[config.mk]
export PLATFORM = sky130hd
export DESIGN_NAME = chest_freq_interp
export DESIGN_NICKNAME = d
export VERILOG_FILES = /design/src/rtl/chest_pkg.sv /design/src/rtl/chest_interp_div3.sv /design/src/rtl/chest_freq_interp.sv
export SDC_FILE = /design/constraint.sdc
export NUM_CORES = 1
export LEC_CHECK = 0
export ABC_AREA = 0
export CAP_MARGIN = 20
export CORE_AREA = 2 2 231 233
export CTS_CLUSTER_SIZE = 14
export DETAILED_ROUTE_END_ITERATION = 6
export DIE_AREA = 0 0 233 235
export SYNTH_ARGS = -nofsm -noshare
export SYNTH_HDL_FRONTEND = slang
export SYNTH_SLANG_ARGS = --single-unit
[constraint.sdc]
create_clock -name clk -period 16.4 [get_ports clk]
set_input_delay 3.28 -clock clk [delete_from_list [all_inputs] [get_ports clk]]
set_output_delay 3.28 -clock clk [all_outputs]
set_load 0.02 [all_outputs]
[src/rtl/chest_pkg.sv]
`default_nettype none
// +----------------------------------------------------------------------------+
// | Module      : chest_pkg                                                    |
// | Description : Shared constants, FSM encoding and pilot-ordering tables for |
// |               the NB-IoT frequency-domain channel-estimate interpolator.   |
// | Revision    : 1.0 - initial release                                        |
// +----------------------------------------------------------------------------+
package chest_pkg;

  localparam int NUM_SC        = 12;   // subcarriers per PRB
  localparam int NUM_PILOTS    = 4;    // pilots across both NRS symbols
  localparam int PILOT_SPACING = 3;    // combined pilot grid pitch
  localparam int RECIP3        = 683;  // round(2^11 / 3)
  localparam int RECIP3_SHIFT  = 11;

  typedef enum logic [1:0] {
    ST_IDLE = 2'd0,
    ST_LOAD = 2'd1,
    ST_OUT  = 2'd2
  } state_t;

  // Upstream addresses in ascending subcarrier order; slot i lives in
  // bits [2i+1:2i]. LO covers k0 < 3 (0,2,1,3), HI covers k0 >= 3 (2,0,3,1).
  localparam logic [7:0] ADDR_ORDER_LO = {2'd3, 2'd1, 2'd2, 2'd0};
  localparam logic [7:0] ADDR_ORDER_HI = {2'd1, 2'd3, 2'd0, 2'd2};

  function automatic logic [1:0] sorted_addr(input logic hi, input logic [1:0] slot);
    logic [7:0] tbl;
    tbl = hi ? ADDR_ORDER_HI : ADDR_ORDER_LO;
    return tbl[{slot, 1'b0} +: 2];
  endfunction

endpackage
`default_nettype wire

[src/rtl/chest_interp_div3.sv]
`default_nettype none
// +----------------------------------------------------------------------------+
// | Module      : chest_interp_div3                                            |
// | Description : One rail of the 1/3 - 2/3 frequency interpolator.           |
// |               quot = sat((w_a*a + w_b*b) * RECIP3 >>> RECIP3_SHIFT), with  |
// |               weights (2,1) or (1,2). Floor rounding via arithmetic shift. |
// | Ports       : i_tap_a, i_tap_b - lower / upper pilot (signed WIDTH)        |
// |               i_near_b         - 1: weight 2 on i_tap_b, 0: on i_tap_a     |
// |               o_quot           - interpolated value (signed WIDTH)         |
// | Revision    : 1.0 - initial release                                        |
// +----------------------------------------------------------------------------+
module chest_interp_div3 #(
  parameter int WIDTH        = 17,
  parameter int RECIP3       = 683,
  parameter int RECIP3_SHIFT = 11
) (
  input  logic signed [WIDTH-1:0] i_tap_a,
  input  logic signed [WIDTH-1:0] i_tap_b,
  input  logic                    i_near_b,
  output logic signed [WIDTH-1:0] o_quot
);

  localparam int SUM_W  = WIDTH + 2;              // 3 * full-scale fits
  localparam int PROD_W = SUM_W + RECIP3_SHIFT;

  localparam logic signed [PROD_W-1:0] c_q_max =
    {{(PROD_W-WIDTH+1){1'b0}}, {(WIDTH-1){1'b1}}};
  localparam logic signed [PROD_W-1:0] c_q_min =
    {{(PROD_W-WIDTH+1){1'b1}}, {(WIDTH-1){1'b0}}};

  logic signed [SUM_W-1:0]  w_a;
  logic signed [SUM_W-1:0]  w_b;
  logic signed [SUM_W-1:0]  w_sum;
  logic signed [PROD_W-1:0] w_sum_x;
  logic signed [PROD_W-1:0] w_recip;
  logic signed [PROD_W-1:0] w_prod;
  logic signed [PROD_W-1:0] w_quo;

  assign w_a     = {{2{i_tap_a[WIDTH-1]}}, i_tap_a};
  assign w_b     = {{2{i_tap_b[WIDTH-1]}}, i_tap_b};
  assign w_sum   = i_near_b ? (w_a + (w_b <<< 1)) : ((w_a <<< 1) + w_b);
  assign w_sum_x = {{RECIP3_SHIFT{w_sum[SUM_W-1]}}, w_sum};
  assign w_recip = PROD_W'(RECIP3);
  assign w_prod  = w_sum_x * w_recip;
  assign w_quo   = w_prod >>> RECIP3_SHIFT;

  // RECIP3 is slightly above 1/3, so near full scale the quotient can step
  // just past the WIDTH range; clamp instead of letting it wrap.
  always_comb begin
    if (w_quo > c_q_max) begin
      o_quot = c_q_max[WIDTH-1:0];
    end else if (w_quo < c_q_min) begin
      o_quot = c_q_min[WIDTH-1:0];
    end else begin
      o_quot = w_quo[WIDTH-1:0];
    end
  end

endmodule
`default_nettype wire

[src/rtl/chest_freq_interp.sv]
`default_nettype none
// +----------------------------------------------------------------------------+
// | Module      : chest_freq_interp                                            |
// | Description : Reads the 4 NRS pilot estimates in subcarrier order and      |
// |               streams 12 linearly interpolated channel estimates.         |
// | Ports       : clk, rst      - clock, async active-high reset              |
// |               start         - frame request (ignored unless idle)         |
// |               nrs_shift     - NRS frequency shift, reduced mod 6           |
// |               rd_addr       - pilot memory read address (registered)      |
// |               est_r, est_i  - pilot read data, combinational of rd_addr   |
// |               h_r,h_i,h_sc  - interpolated estimate and its subcarrier    |
// |               h_valid       - output sample strobe                        |
// |               busy, done    - frame in progress / last-sample pulse       |
// | Revision    : 1.0 - initial release                                        |
// +----------------------------------------------------------------------------+
module chest_freq_interp import chest_pkg::*; #(
  parameter int WIDTH        = 17,
  parameter int NUM_SC       = chest_pkg::NUM_SC,
  parameter int RECIP3       = chest_pkg::RECIP3,
  parameter int RECIP3_SHIFT = chest_pkg::RECIP3_SHIFT
) (
  input  logic                    clk,
  input  logic                    rst,
  input  logic                    start,
  input  logic [2:0]              nrs_shift,
  output logic [1:0]              rd_addr,
  input  logic signed [WIDTH-1:0] est_r,
  input  logic signed [WIDTH-1:0] est_i,
  output logic signed [WIDTH-1:0] h_r,
  output logic signed [WIDTH-1:0] h_i,
  output logic [3:0]              h_sc,
  output logic                    h_valid,
  output logic                    busy,
  output logic                    done
);

  state_t                  r_state;
  logic [1:0]              r_cnt;
  logic [3:0]              r_sc;
  logic                    r_hi;    // k0 >= 3: symbol-6 pilot comes first
  logic [1:0]              r_p;     // first combined pilot position
  logic signed [WIDTH-1:0] r_pr [NUM_PILOTS];
  logic signed [WIDTH-1:0] r_pi [NUM_PILOTS];

  logic [2:0]              w_k0;
  logic                    w_hi;
  logic [1:0]              w_p;
  logic [3:0]              w_d;
  logic [1:0]              w_m;
  logic [1:0]              w_r;
  logic [1:0]              w_idx_a;
  logic [1:0]              w_idx_b;
  logic                    w_pass;
  logic                    w_near_b;
  logic signed [WIDTH-1:0] w_q_r;
  logic signed [WIDTH-1:0] w_q_i;

  // Shift decode from the live input; only used on the accepting edge.
  always_comb begin
    w_k0 = (nrs_shift >= 3'd6) ? (nrs_shift - 3'd6) : nrs_shift;
    w_hi = (w_k0 >= 3'd3);
    w_p  = w_hi ? 2'(w_k0 - 3'd3) : w_k0[1:0];
  end

  // Locate subcarrier r_sc on the pilot grid p + 3m. Outside the pilot span
  // the nearest edge pilot is held; on a pilot it is passed through exactly.
  always_comb begin
    w_d      = r_sc - {2'b00, r_p};
    w_m      = 2'(w_d / 4'(PILOT_SPACING));
    w_r      = 2'(w_d % 4'(PILOT_SPACING));
    w_idx_a  = w_m;
    w_idx_b  = w_m + 2'd1;
    w_pass   = (w_r == 2'd0);
    w_near_b = (w_r == 2'd2);
    if (r_sc < {2'b00, r_p}) begin
      w_idx_a = 2'd0;
      w_pass  = 1'b1;
    end else if (w_d > 4'((NUM_PILOTS - 1) * PILOT_SPACING)) begin
      w_idx_a = 2'(NUM_PILOTS - 1);
      w_pass  = 1'b1;
    end
  end

  chest_interp_div3 #(
    .WIDTH        (WIDTH),
    .RECIP3       (RECIP3),
    .RECIP3_SHIFT (RECIP3_SHIFT)
  ) u_div3_r (
    .i_tap_a  (r_pr[w_idx_a]),
    .i_tap_b  (r_pr[w_idx_b]),
    .i_near_b (w_near_b),
    .o_quot   (w_q_r)
  );

  chest_interp_div3 #(
    .WIDTH        (WIDTH),
    .RECIP3       (RECIP3),
    .RECIP3_SHIFT (RECIP3_SHIFT)
  ) u_div3_i (
    .i_tap_a  (r_pi[w_idx_a]),
    .i_tap_b  (r_pi[w_idx_b]),
    .i_near_b (w_near_b),
    .o_quot   (w_q_i)
  );

  always_ff @(posedge clk or posedge rst) begin
    if (rst) begin
      r_state <= ST_IDLE;
      r_cnt   <= 2'd0;
      r_sc    <= 4'd0;
      r_hi    <= 1'b0;
      r_p     <= 2'd0;
      rd_addr <= 2'd0;
      h_r     <= '0;
      h_i     <= '0;
      h_sc    <= 4'd0;
      h_valid <= 1'b0;
      busy    <= 1'b0;
      done    <= 1'b0;
      for (int i = 0; i < NUM_PILOTS; i++) begin
        r_pr[i] <= '0;
        r_pi[i] <= '0;
      end
    end else begin
      case (r_state)
        ST_IDLE: begin
          // Idle also covers the cycle after the last sample, so a start
          // there chains frames with a single-cycle gap.
          h_valid <= 1'b0;
          done    <= 1'b0;
          busy    <= start;
          if (start) begin
            r_state <= ST_LOAD;
            r_hi    <= w_hi;
            r_p     <= w_p;
            r_cnt   <= 2'd0;
            rd_addr <= sorted_addr(w_hi, 2'd0);
          end
        end
        ST_LOAD: begin
          r_pr[r_cnt] <= est_r;
          r_pi[r_cnt] <= est_i;
          if (r_cnt == 2'(NUM_PILOTS - 1)) begin
            r_state <= ST_OUT;
            r_sc    <= 4'd0;
          end else begin
            r_cnt   <= r_cnt + 2'd1;
            rd_addr <= sorted_addr(r_hi, r_cnt + 2'd1);
          end
        end
        ST_OUT: begin
          h_r     <= w_pass ? r_pr[w_idx_a] : w_q_r;
          h_i     <= w_pass ? r_pi[w_idx_a] : w_q_i;
          h_sc    <= r_sc;
          h_valid <= 1'b1;
          if (r_sc == 4'(NUM_SC - 1)) begin
            done    <= 1'b1;
            r_state <= ST_IDLE;
          end else begin
            r_sc <= r_sc + 4'd1;
          end
        end
        default: begin
          r_state <= ST_IDLE;
        end
      endcase
    end
  end

endmodule
`default_nettype wire

==> results.cfg, run 1 <==
[flow_run]
drv_cap = 0

[detailed_routing]
drc_errors = 0
wl_per_cell_um = 20.0
drtIter0Drc = 1290
drtPass1Iterations = 7
vias = 17192
vias_per_cell = 5.71
antenna_left = 0
wl_mm = 60.1

[global_route]
antenna_found_initial = 2
grt-ovfl-total = 0
grt_max_degree = 124
grt_pass1_wl_mm = 96.0
grt.total_usage_pct = 22.2
grt_pass1_vias = 17310

[yosys]
synthSimpleGateAreaFrac_pct = 11.0
synth_top_family_by_area = adder cells
yosys.area_share.xor_xnor_pct = 4.55
synth_fp_nets = 2703
ys_seq_elements = 189
avgSynthCellArea_um2 = 9.31
synth_edf_count = 0
synthCells = 2273
ys_types = 89
yosysSeqAreaShare_pct = 22.3
synthArstFlopShare_pct = 100
synth_compound_area_share_pct = 17.5
yosys.area_share.adder_pct = 28.2
synth_area_um2 = 21200
synthFlopType = dfrtp_1
synth_mux_area_share_pct = 9.42
yosysWarnings = 0

[setup_path]
rrSetupSlack_ns = 1.89
critPathSlowestCell = a2111oi_0
crit_arrival_ns = 14.81
end_kind = flop
worstPathMaxFanout = 22
required_ns = 16.70
max_stage_delay_ns = 1.00
critPathKind = reg -> reg
startpoint_type = flop
path_common_cell = ha_1

[timing]
fin_skew_ns = 0.0138
rsz0062_at_grt = false
setup_tns_ns = 0
min_period_over_period_pct = 88.5
worstMarginPinSlew_ns = 1.11
fin_crit_ns = 14.51
finalHoldViolCount = 0
finalSetupViolations = 0
worst_hold_slack_ns = 0.492
slew_violations = 0
max_freq_mhz = 68.9
slew_headroom_pct = 23.8

[die]
core_um2 = 52200
die_h_um = 235
start_util_pct = 40.5
dieArea_um2 = 54800
die_x_um = 233
rows = 84
boundaryPins = 83

[placed_design]
hpwl_mm = 45.9
place_inst = 2972
portBuffers = 82
gp_congestion = 0.909

[clock_tree]
cts_setup_buffers = 0
clkLatencyLatePin_ns = 0.47
cts_max_path_buffers = 2
cts-root-buf = clkbuf_16
cts_resized = 0
cts.sinks = 189
tritoncts = done
cts_hold_buf = 0
numCtsBuffers = 17
cts_max_level = 4
clk_pin_slew_ns = 0.08

[layout]
fin_nets = 2737
final_common_cell = inv_1
final_cell_mix = 271 x inv_1, 249 x ha_1, 189 x dfrtp_1
drive_gt1_share_pct = 11.6
final_cells = 3009
synthToLayoutAreaGrowth_pct = 10.2
fin_util_pct = 44.6

[status]
outcome = complete, no violations

[hold_path]
hp-class = reg -> reg
[cells in the mapped netlist, drive strengths merged (11+ instances only)]
| cell | count | area, um^2 |
|---|---|---|
| xnor2 | 78 | 683 |
| xor2 | 31 | 279 |
| a211oi | 11 | 92.6 |
| o22ai | 41 | 257 |
| ha | 249 | 3120 |
| a21oi | 95 | 479 |
| fa | 141 | 2820 |
| mux2 | 146 | 1640 |
| buf | 32 | 191 |
| nor4 | 13 | 87.6 |
| inv | 272 | 1020 |
| dfrtp | 189 | 4730 |
| a22oi | 23 | 173 |
| o21bai | 14 | 105 |
| a31oi | 45 | 282 |
| o211ai | 17 | 128 |
| o31ai | 18 | 145 |
| nor2 | 136 | 510 |
| nand3 | 56 | 280 |
| nand2 | 140 | 526 |
| nor2b | 13 | 81.3 |
| nand4 | 15 | 93.8 |
| a221oi | 21 | 246 |
| clkbuf | 69 | 259 |
| o21ai | 115 | 594 |
| nor3 | 32 | 160 |
| a21o | 40 | 300 |
| or3 | 14 | 87.6 |
| mux2i | 35 | 350 |
| nand2b | 31 | 194 |
[metrics by stage]
stage	cell area [um^2]	setup slack, ns
after CTS	23300	1.98
after global placement	22700	2.41
after global routing	23300	0.986
after detailed placement	22700	2.05
after floorplan	21200	4.02
final	23300	1.89
[area by class of cell]
type,instances,area [um^2]
clock inverter,15,175
inverter,272,1030
tap,688,861
timing repair buffer,116,1080
fill,4979,28900
antenna,1,2.50
multi-input combinational,1711,15000
sequential,189,4730
clock buffer,17,425
[flip-flops by register name (all words and copies together) (netlist names)]
signal   count
done         1
r_hi         1
h_sc         4
r_pi        68
h_i         17
r_pr        68
h_r         17
h_valid      1
r_state      2
rd_addr      2
r_p          2
busy         1
r_cnt        1
r_sc         4
[kinds of logic (layout without fill, tap and decap cells)]
group,count (synthesis),after routing
multiplexers,181,181
other,0,1
buffers and inverters,373,420
adder cells (fa/ha/maj),394,394
AND/OR/NAND/NOR,495,495
AO/OA/AOI/OAI,532,532
XOR/XNOR,109,109
flip-flops,189,189
[critical path, delay by kind of cell, from the launching register on]
kind,cells,cell delay [ns]
flip-flops,1,0.46
multiplexers,1,0.26
XOR/XNOR,2,0.86
AO/OA/AOI/OAI,21,6.13
adder cells (fa/ha/maj),12,4.17
buffers and inverters,4,0.36
AND/OR/NAND/NOR,9,2.09
[final timing paths]
path                       endpoint  depth (start not counted)    start
min                         h_valid                          1  h_valid
max reg2reg                 h_i[10]                         49  r_sc[1]
max in group asynchronous    h_i[5]                          3      rst
min in group asynchronous  r_pr[47]                          2      rst
max                         h_i[10]                         49  r_sc[1]
min reg2reg                 h_valid                          1  h_valid
[per-layer routing]
layer	track usage [%]	share of wire [%]
met5	0	0.022
met1	31.8	48
met2	35.5	46
met4	4.90	1.4
met3	2.97	5.3
Power of run 1 is not shown: default switching activity piles up to over one toggle a cycle in this logic, so the estimate is an artifact.
==> run 2, diff against run 1 <==
==> constraint.sdc (replaced) <==
create_clock -name clk -period 17.1 [get_ports clk]
set_input_delay 3.42 -clock clk [delete_from_list [all_inputs] [get_ports clk]]
set_output_delay 3.42 -clock clk [all_outputs]
set_load 0.02 [all_outputs]
==> run 2 against run 1 <==
Against the previous run:
- sequential share of layout area is essentially flat
- cell area is essentially flat
- register-to-register slack gained 0.78 ns
- core utilization is essentially flat
- wire length shrank 0.34%
- first-iteration DRC count grew 1.0%
- critical path depth grew 2
- die area is the same
- maximum frequency grew 0.58%
- sequential cell count is the same
- worst hold slack lost 0.0012 ns
- cell count is essentially flat
- critical endpoint unchanged
- critical path type unchanged
==> results.cfg, run 2 (synthesized netlist as in run 1, its figures left out) <==
[global_route]
grt_pass1_wl_mm = 95.1
antenna_found_initial = 1
grt.total_usage_pct = 22.0
grt-ovfl-total = 0
grt_pass1_vias = 17256
grt_max_degree = 124

[die]
start_util_pct = 40.5
die_x_um = 233
die_h_um = 235
core_um2 = 52200
boundaryPins = 83
rows = 84
dieArea_um2 = 54800

[detailed_routing]
antenna_left = 0
wl_per_cell_um = 19.9
drtPass1Iterations = 6
drtIter0Drc = 1303
vias_per_cell = 5.74
vias = 17278
drc_errors = 0
wl_mm = 59.9

[layout]
multiInputGateArea_um2 = 15000
reg.largest.list = r_pi: 68 flops, r_pr: 68 flops
fin_nets = 2738
synthToLayoutAreaGrowth_pct = 10.1
nFillCells = 4974
final_cell_mix = 271 x inv_1, 249 x ha_1, 189 x dfrtp_1
final_cells = 3011
final_common_cell = inv_1
regArea_um2 = 4730
drive_gt1_share_pct = 11.5

[setup_path]
end_kind = flop
rrSetupSlack_ns = 2.67
required_ns = 17.41
critPathKind = reg -> reg
path_common_cell = ha_1
crit_arrival_ns = 14.73
worstPathMaxFanout = 22
max_stage_delay_ns = 0.69
crit_buf_inv = 5
critPathSlowestCell = o21ai_4
startpoint_type = flop
cp_top_family = compound AO/OA/AOI/OAI gates

[clock_tree]
cts_max_level = 4
clk_pin_slew_ns = 0.08
cts-root-buf = clkbuf_16
cts_hold_buf = 0
cts.sinks = 189
tritoncts = done
cts_resized = 0
clkLatencyLatePin_ns = 0.47
cts_max_path_buffers = 2
cts_setup_buffers = 0
numCtsBuffers = 17

[timing]
finalHoldViolCount = 0
setup_tns_ns = 0
worstMarginPinSlew_ns = 1.14
min_period_over_period_pct = 84.4
worst_hold_slack_ns = 0.491
max_freq_mhz = 69.3
rsz0062_at_grt = false
fin_crit_ns = 14.43
slew_headroom_pct = 24.0
fin_skew_ns = 0.0171
slew_violations = 0
finalSetupViolations = 0

[placed_design]
portBuffers = 82
gp_congestion = 0.907
hpwl_mm = 45.6
place_inst = 2972

[flow_run]
drv_cap = 0

[hold_path]
hp-class = reg -> reg

[status]
outcome = complete, no violations
## run 2: stage by stage
stage | cell area (um^2) | util (%) | setup WS, ns
floorplan | 21200 | - | 4.72
global placement | 22700 | 43.4 | 3.14
detailed placement | 22700 | 43.4 | 2.75
CTS | 23300 | 44.5 | 2.62
global route | 23300 | 44.6 | 1.73
finish | 23300 | 44.6 | 2.67
## run 2: routing by layer
metal | GRT usage (%) | wire (um) | vias to the layer above
li1 | - | - | 8125
met1 | 31.4 | 28300 | 8602
met2 | 34.3 | 26800 | 477
met3 | 3.45 | 3460 | 74
met4 | 6.43 | 1300 | 0
met5 | 0 | 0 | -
## run 2: layout make-up
| type | instances | area share [%] |
|---|---|---|
| Tap cell | 688 | 3.69 |
| Clock buffer | 17 | 1.82 |
| Timing Repair Buffer | 117 | 4.71 |
| Inverter | 272 | 4.41 |
| Sequential cell | 189 | 20.3 |
| Multi-Input combinational cell | 1711 | 64.4 |
| Clock inverter | 15 | 0.655 |
| Antenna cell | 2 | 0.0215 |
## run 2: worst paths after layout
| kind | to | cells after the start | start |
|---|---|---|---|
| max | h_i[10] | 51 | r_sc[1] |
| min reg2reg | h_valid | 1 | h_valid |
| max in group asynchronous | h_i[9] | 3 | rst |
| min | h_valid | 1 | h_valid |
| max reg2reg | h_i[10] | 51 | r_sc[1] |
| min in group asynchronous | r_pr[13] | 2 | rst |
Power of run 2 is left out for the same reason.
